**config.mk**
```make
export PLATFORM = sky130hd
export DESIGN_NAME = fft_frame_scheduler
export DESIGN_NICKNAME = d
export VERILOG_FILES = /design/src/rtl/fft_frame_scheduler.sv
export SDC_FILE = /design/constraint.sdc
export NUM_CORES = 2
export LEC_CHECK = 0
export BUFFER_PORTS_ARGS = -buffer_cell sky130_fd_sc_hd__buf_2
export CAP_MARGIN = 20
export CORE_AREA = 5 5 616 618
export DETAILED_ROUTE_END_ITERATION = 7
export DIE_AREA = 0 0 621 623
export GPL_TIMING_DRIVEN = 0
export PLACE_DENSITY = 0.39
export SYNTH_ARGS = -nofsm -noshare
export SYNTH_HDL_FRONTEND = slang
export SYNTH_SLANG_ARGS = --single-unit
```
**constraint.sdc**
```tcl
create_clock -name clk -period 3.15 [get_ports clk]
set_input_delay 0 -clock clk [delete_from_list [all_inputs] [get_ports clk]]
set_output_delay 0 -clock clk [all_outputs]
set_load 0.01 [all_outputs]
```
**src/rtl/fft_frame_scheduler.sv**
```systemverilog
// Ping-pong frame capture and launch/wait/hold sequencer in front of a sequential FFT core.
// Optional watchdog abort of a stuck core: define FFT_TIMEOUT_EN.
module fft_frame_scheduler #(
  parameter int SAMPLES = 16,
  parameter int WIDTH   = 32,
  parameter int TIMEOUT = 64
) (
  input  logic                            clk,
  input  logic                            rst,
  input  logic                            in_valid,
  output logic                            in_ready,
  input  logic [WIDTH-1:0]                in_data,
  output logic                            fft_rst,
  output logic [SAMPLES-1:0][WIDTH-1:0]   fft_samples,
  input  logic                            fft_out_valid,
  input  logic [SAMPLES-1:0][WIDTH-1:0]   fft_outputs,
  output logic                            res_valid,
  input  logic                            res_ready,
  output logic [SAMPLES-1:0][WIDTH-1:0]   res_data,
  output logic                            busy,
  output logic [15:0]                     frame_cnt,
  output logic                            err_timeout,
  output logic [1:0]                      state_dbg
);

  localparam int IDX_W = $clog2(SAMPLES);

  typedef enum logic [1:0] {
    S_IDLE   = 2'd0,
    S_LAUNCH = 2'd1,
    S_WAIT   = 2'd2,
    S_HOLD   = 2'd3
  } state_t;

  state_t                          state, state_nxt;
  logic                            wr_bank, rd_bank;
  logic [IDX_W-1:0]                wr_idx;
  logic [1:0]                      full;
  logic [SAMPLES-1:0][WIDTH-1:0]   bank [2];

  logic wr_en, wr_last, cap, wd_expire, rd_free, res_take;

  // Handshakes: a transfer happens on a rising clk edge where valid & ready are both 1;
  // valid never depends on ready, and the payload is only meaningful while valid is 1.
  assign in_ready = !full[wr_bank];
  assign wr_en    = in_valid && in_ready;
  assign wr_last  = wr_en && (wr_idx == IDX_W'(SAMPLES - 1));
  assign cap      = (state == S_WAIT) && fft_out_valid;
  assign rd_free  = cap || wd_expire;
  assign res_take = (state == S_HOLD) && res_ready;

  assign fft_samples = bank[rd_bank];

  // ---------------- FSM ----------------
  always_ff @(posedge clk) begin
    if (rst) state <= S_IDLE;
    else     state <= state_nxt;
  end

  always_comb begin
    state_nxt = state;
    unique case (state)
      S_IDLE:   if (full[rd_bank]) state_nxt = S_LAUNCH;
      S_LAUNCH: state_nxt = S_WAIT;
      S_WAIT: begin
        if (fft_out_valid)  state_nxt = S_HOLD;
        else if (wd_expire) state_nxt = S_IDLE;
      end
      S_HOLD:   if (res_ready) state_nxt = S_IDLE;
      default:  state_nxt = S_IDLE;
    endcase
  end

  always_comb begin
    fft_rst   = rst || (state == S_LAUNCH);
    busy      = (state != S_IDLE);
    state_dbg = state;
  end

  // ---------------- capture side ----------------
  always_ff @(posedge clk) begin
    if (wr_en) bank[wr_bank][wr_idx] <= in_data;
  end

  always_ff @(posedge clk) begin
    if (rst) begin
      wr_bank <= 1'b0;
      wr_idx  <= '0;
    end else if (wr_en) begin
      if (wr_last) begin
        wr_idx  <= '0;
        wr_bank <= ~wr_bank;
      end else begin
        wr_idx <= wr_idx + IDX_W'(1);
      end
    end
  end

  // Free and fill always hit different banks: a freed bank is the read bank, which is full,
  // so the write side cannot be completing into it in the same cycle.
  always_ff @(posedge clk) begin
    if (rst) begin
      full    <= 2'b00;
      rd_bank <= 1'b0;
    end else begin
      if (rd_free) begin
        full[rd_bank] <= 1'b0;
        rd_bank       <= ~rd_bank;
      end
      if (wr_last) full[wr_bank] <= 1'b1;
    end
  end

  // ---------------- result side ----------------
  always_ff @(posedge clk) begin
    if (rst) begin
      res_valid <= 1'b0;
      res_data  <= '0;
      frame_cnt <= 16'd0;
    end else begin
      if (cap) begin
        res_valid <= 1'b1;
        res_data  <= fft_outputs;
      end else if (res_take) begin
        res_valid <= 1'b0;
      end
      if (res_take) frame_cnt <= frame_cnt + 16'd1;
    end
  end

  // ---------------- watchdog ----------------
`ifdef FFT_TIMEOUT_EN
  logic [15:0] wdog;

  // Expires on the TIMEOUT-th WAIT cycle unless the core answers in that same cycle.
  assign wd_expire = (state == S_WAIT) && !fft_out_valid && (wdog == 16'(TIMEOUT - 1));

  always_ff @(posedge clk) begin
    if (rst) begin
      wdog        <= 16'd0;
      err_timeout <= 1'b0;
    end else begin
      if (state == S_LAUNCH)    wdog <= 16'd0;
      else if (state == S_WAIT) wdog <= wdog + 16'd1;
      if (wd_expire) err_timeout <= 1'b1;
    end
  end
`else
  assign wd_expire   = 1'b0;
  assign err_timeout = 1'b0;
`endif

endmodule

```
==> results.py <==
metrics = {
    "clock_tree": {
        "h-tree-depth": 4,
        "cts_sinks": 1564,
        "cts_tree": "built",
        "clockBufferDepth": 4,
        "cts_buffers": 192,
        "path_clk_slew_ns": 0.06,
        "clk_latency_ns": 0.84,
        "root_buffer": "clkbuf_16",
    },
    "synthesis": {
        "synth_largest_area_cell": "edfxtp_1",
        "syn_nets": 4569,
        "synthTopCellsByArea": "edfxtp_1 55%, dfxtp_1 19%, mux2_2 10%",
        "synth_area_um2": 55740,
        "synth_top_area_share_pct": 55.16,
        "ys_seq_area_share_pct": 74.55,
        "synth_edf_count": 1024,
        "ys_types": 37,
        "synth-seq-cells": 1564,
        "ys.flop_type": "edfxtp_1",
        "synth_warnings": 0,
        "syn_inst": 4011,
        "synthArstFlopShare_pct": 0,
        "synth.most_common_cell": "nand2_1",
        "yosys-top-cells-count": "1039 x nand2_1, 1024 x edfxtp_1, 540 x dfxtp_1",
        "synth_area_per_cell_um2": 13.90,
    },
    "setup_path": {
        "arrival_ns": 3.43,
        "reg2reg_from": "wr_bank",
        "start_kind": "flop",
        "cp-end-kind": "flop",
        "rr_worst_depth": 8,
        "r2r_setup_slack_ns": 0.26,
        "crit_type": "flop to flop",
        "critical_path_peak_fanout": 21,
        "cp-startpoint": "wr_bank",
        "reg2reg_to": "bank[0][257]",
        "crit_chain": "buf_6, mux2i_4, and2_1, buf_6, nand2_1, buf_16, nor2_4, buf_12",
        "cp_common_cell": "buf_6",
        "crit_required_ns": 3.68,
        "cp_slowest_stage_delay_ns": 0.48,
        "slowest_stage": "nor2_4",
        "crit_path_end": "bank[0][257]",
    },
    "final_layout": {
        "utilization_pct": 23.52,
        "multi_input_area_um2": 13330,
        "final_cells": 12050,
        "drive_gt1_share_pct": 37.40,
        "nNetsFinal": 7415,
        "syn2layout_area_growth_pct": 57.72,
        "nFillCells": 40070,
        "final_cell_area_um2": 87920,
        "ff_latch_area_um2": 41560,
    },
    "route": {
        "dr.first_iter.drc_count": 3643,
        "dr.pass1.iters": 6,
        "antenna_left": 0,
        "vias_per_cell": 3.781,
        "wirelength_mm": 334.3,
        "num_vias": 45560,
        "drc_errors": 0,
        "post_drt_wl_per_cell_um": 27.75,
    },
    "global_route": {
        "antenna_found_initial": 98,
        "grt-ovfl-total": 0,
        "grtUsageMet2_pct": 29.18,
        "use_met3_pct": 3.528,
        "grt_first_pass_wirelength_mm": 432.4,
        "grt_max_degree": 33,
        "grt_use_total_pct": 16.43,
        "met1_usage_pct": 19.74,
        "grt_pass1_vias": 44910,
        "top_usage_layer": "met2",
    },
    "place": {
        "placed_area_um2": 71670,
        "hpwl_mm": 270.5,
        "dpl.cell_count": 10670,
        "dpl_worst_slack_ns": 0.1210,
        "io_buffer_count": 1594,
        "routabilityCongestion": 1.048,
    },
    "floorplanning": {
        "core_area_um2": 373900,
        "die-width_um": 621,
        "initial_core_util_pct": 14.91,
        "fp.dieArea_um2": 386900,
        "ioPinCount": 1596,
        "rows": 225,
        "die_y_um": 623,
    },
    "sta": {
        "finalCriticalPeriod_ns": 2.894,
        "setup_viol": 0,
        "worst_slew_pin_slew_ns": 1.043,
        "rsz0062_at_grt": "no",
        "timing.hold.ws_ns": 0.09285,
        "setup-tns-final_ns": 0,
        "slew_headroom_pct": 30.44,
        "post-route-period-util_pct": 91.88,
        "fmax_mhz": 345.5,
        "hold_violations": 0,
        "setup_slack_ns": 0.2559,
        "drv_slew": 0,
        "skew_ns": 0.04907,
    },
    "worst_hold_path": {
        "hold_class": "input pin to flop",
        "holdPathStages": 4,
    },
    "power_and_ir_drop": {
        "powerDensity_nw_per_um2": 531.6,
        "finalPower_mw": 46.74,
        "p_leak_nw": 32.44,
        "vdd_drop_max_mv": 0.3979,
    },
    "run": {
        "drv_cap": 0,
    },
    "run_status": {
        "status": "finished, final reports clean",
    },
}
[sequential cells by signal (all words and copies together) (netlist names), named ones only]
name	count
bank	1024
frame_cnt	16
full	2
wr_idx	4
res_data	512
state_dbg	2
wr_bank	1
rd_bank	1
res_valid	1
[worst max-delay path: cells and delay by family (launching register included)]
kind,cells,cell delay [ns]
buffers and inverters,4,0.88
DFF,1,0.32
muxes,1,0.30
and+or+nand+nor,3,1.06
[report_power, final]
| part | leakage, nW | internal (mW) | switching (mW) |
|---|---|---|---|
| logic | 15.8 | 1.26 | 1.34 |
| registers | 13.6 | 21.9 | 0.0149 |
| clock network | 3.05 | 13.1 | 9.19 |
| total | 32.4 | 36.2 | 10.5 |
[placed cells by master (no fill, tap or decap), types with 4 or more instances in the layout]
cell type      count
buf_4              6
buf_8              5
clkinv_4           4
nor2_4            31
nand3_1            9
clkbuf_1         140
edfxtp_1        1024
clkinv_1          25
or3_1              4
xor2_1            12
nand2_1         1037
clkbuf_8          24
clkbuf_16        196
o21ai_0            5
buf_16             8
nor2_1            22
mux2_2           513
inv_1              7
dfxtp_1          540
ha_1               9
buf_12            58
buf_2           1704
buf_1             19
bufinv_16         13
diode_2           45
dlygate4sd3_1    987
a21oi_1          523
clkinv_2          20
inv_6              9
nand4_1            4
[per-layer routing]
layer | routed length, µm | vias up
met5 | 109 | -
met3 | 21290 | 449
met4 | 12520 | 18
met2 | 167100 | 1906
met1 | 133200 | 23170
li1 | - | 20010
[final cells by class]
type / instances / area share (%)
diodes: 45 / 0.1281
plain buffers: 238 / 1.230
clock buffers: 265 / 6.147
clock inverters: 80 / 0.9492
inverters: 8 / 0.03416
multi-input cells: 2201 / 15.16
flip-flops and latches: 1564 / 47.27
well taps: 4994 / 7.107
repair buffers: 2652 / 21.97
[how the worst min path moves through the flow]
stage          slack [ns]        startpoint            end
2_1_floorplan         0.1        in_data[0]     bank[0][0]
3_5_place_dp         0.25  fft_outputs[168]  res_data[168]
6_report             0.09  fft_outputs[136]  res_data[136]
4_1_cts             0.002  fft_outputs[133]  res_data[133]
3_3_place_gp         0.25  fft_outputs[103]  res_data[103]
5_1_grt              0.04   fft_outputs[16]   res_data[16]
[cells by family after synthesis]
kind of cell / after synthesis / share of synthesized area (%)
compound gates: 533 / 4.839
xor+xnor: 13 / 0.2043
fa+ha+maj: 9 / 0.2020
buf+inv: 246 / 1.957
flops: 1564 / 74.55
mux: 516 / 10.44
other cells: 1 / 0.006727
simple gates: 1129 / 7.797
[repair_timing]
action	4_1_cts	5_1_grt
hold buffers	987	0
hold endpoints to repair	1578	0
gates resized for setup	10	0
setup buffers	0	0
setup endpoints to repair	482	0
Note: power is estimated with default switching activity, not from simulation.
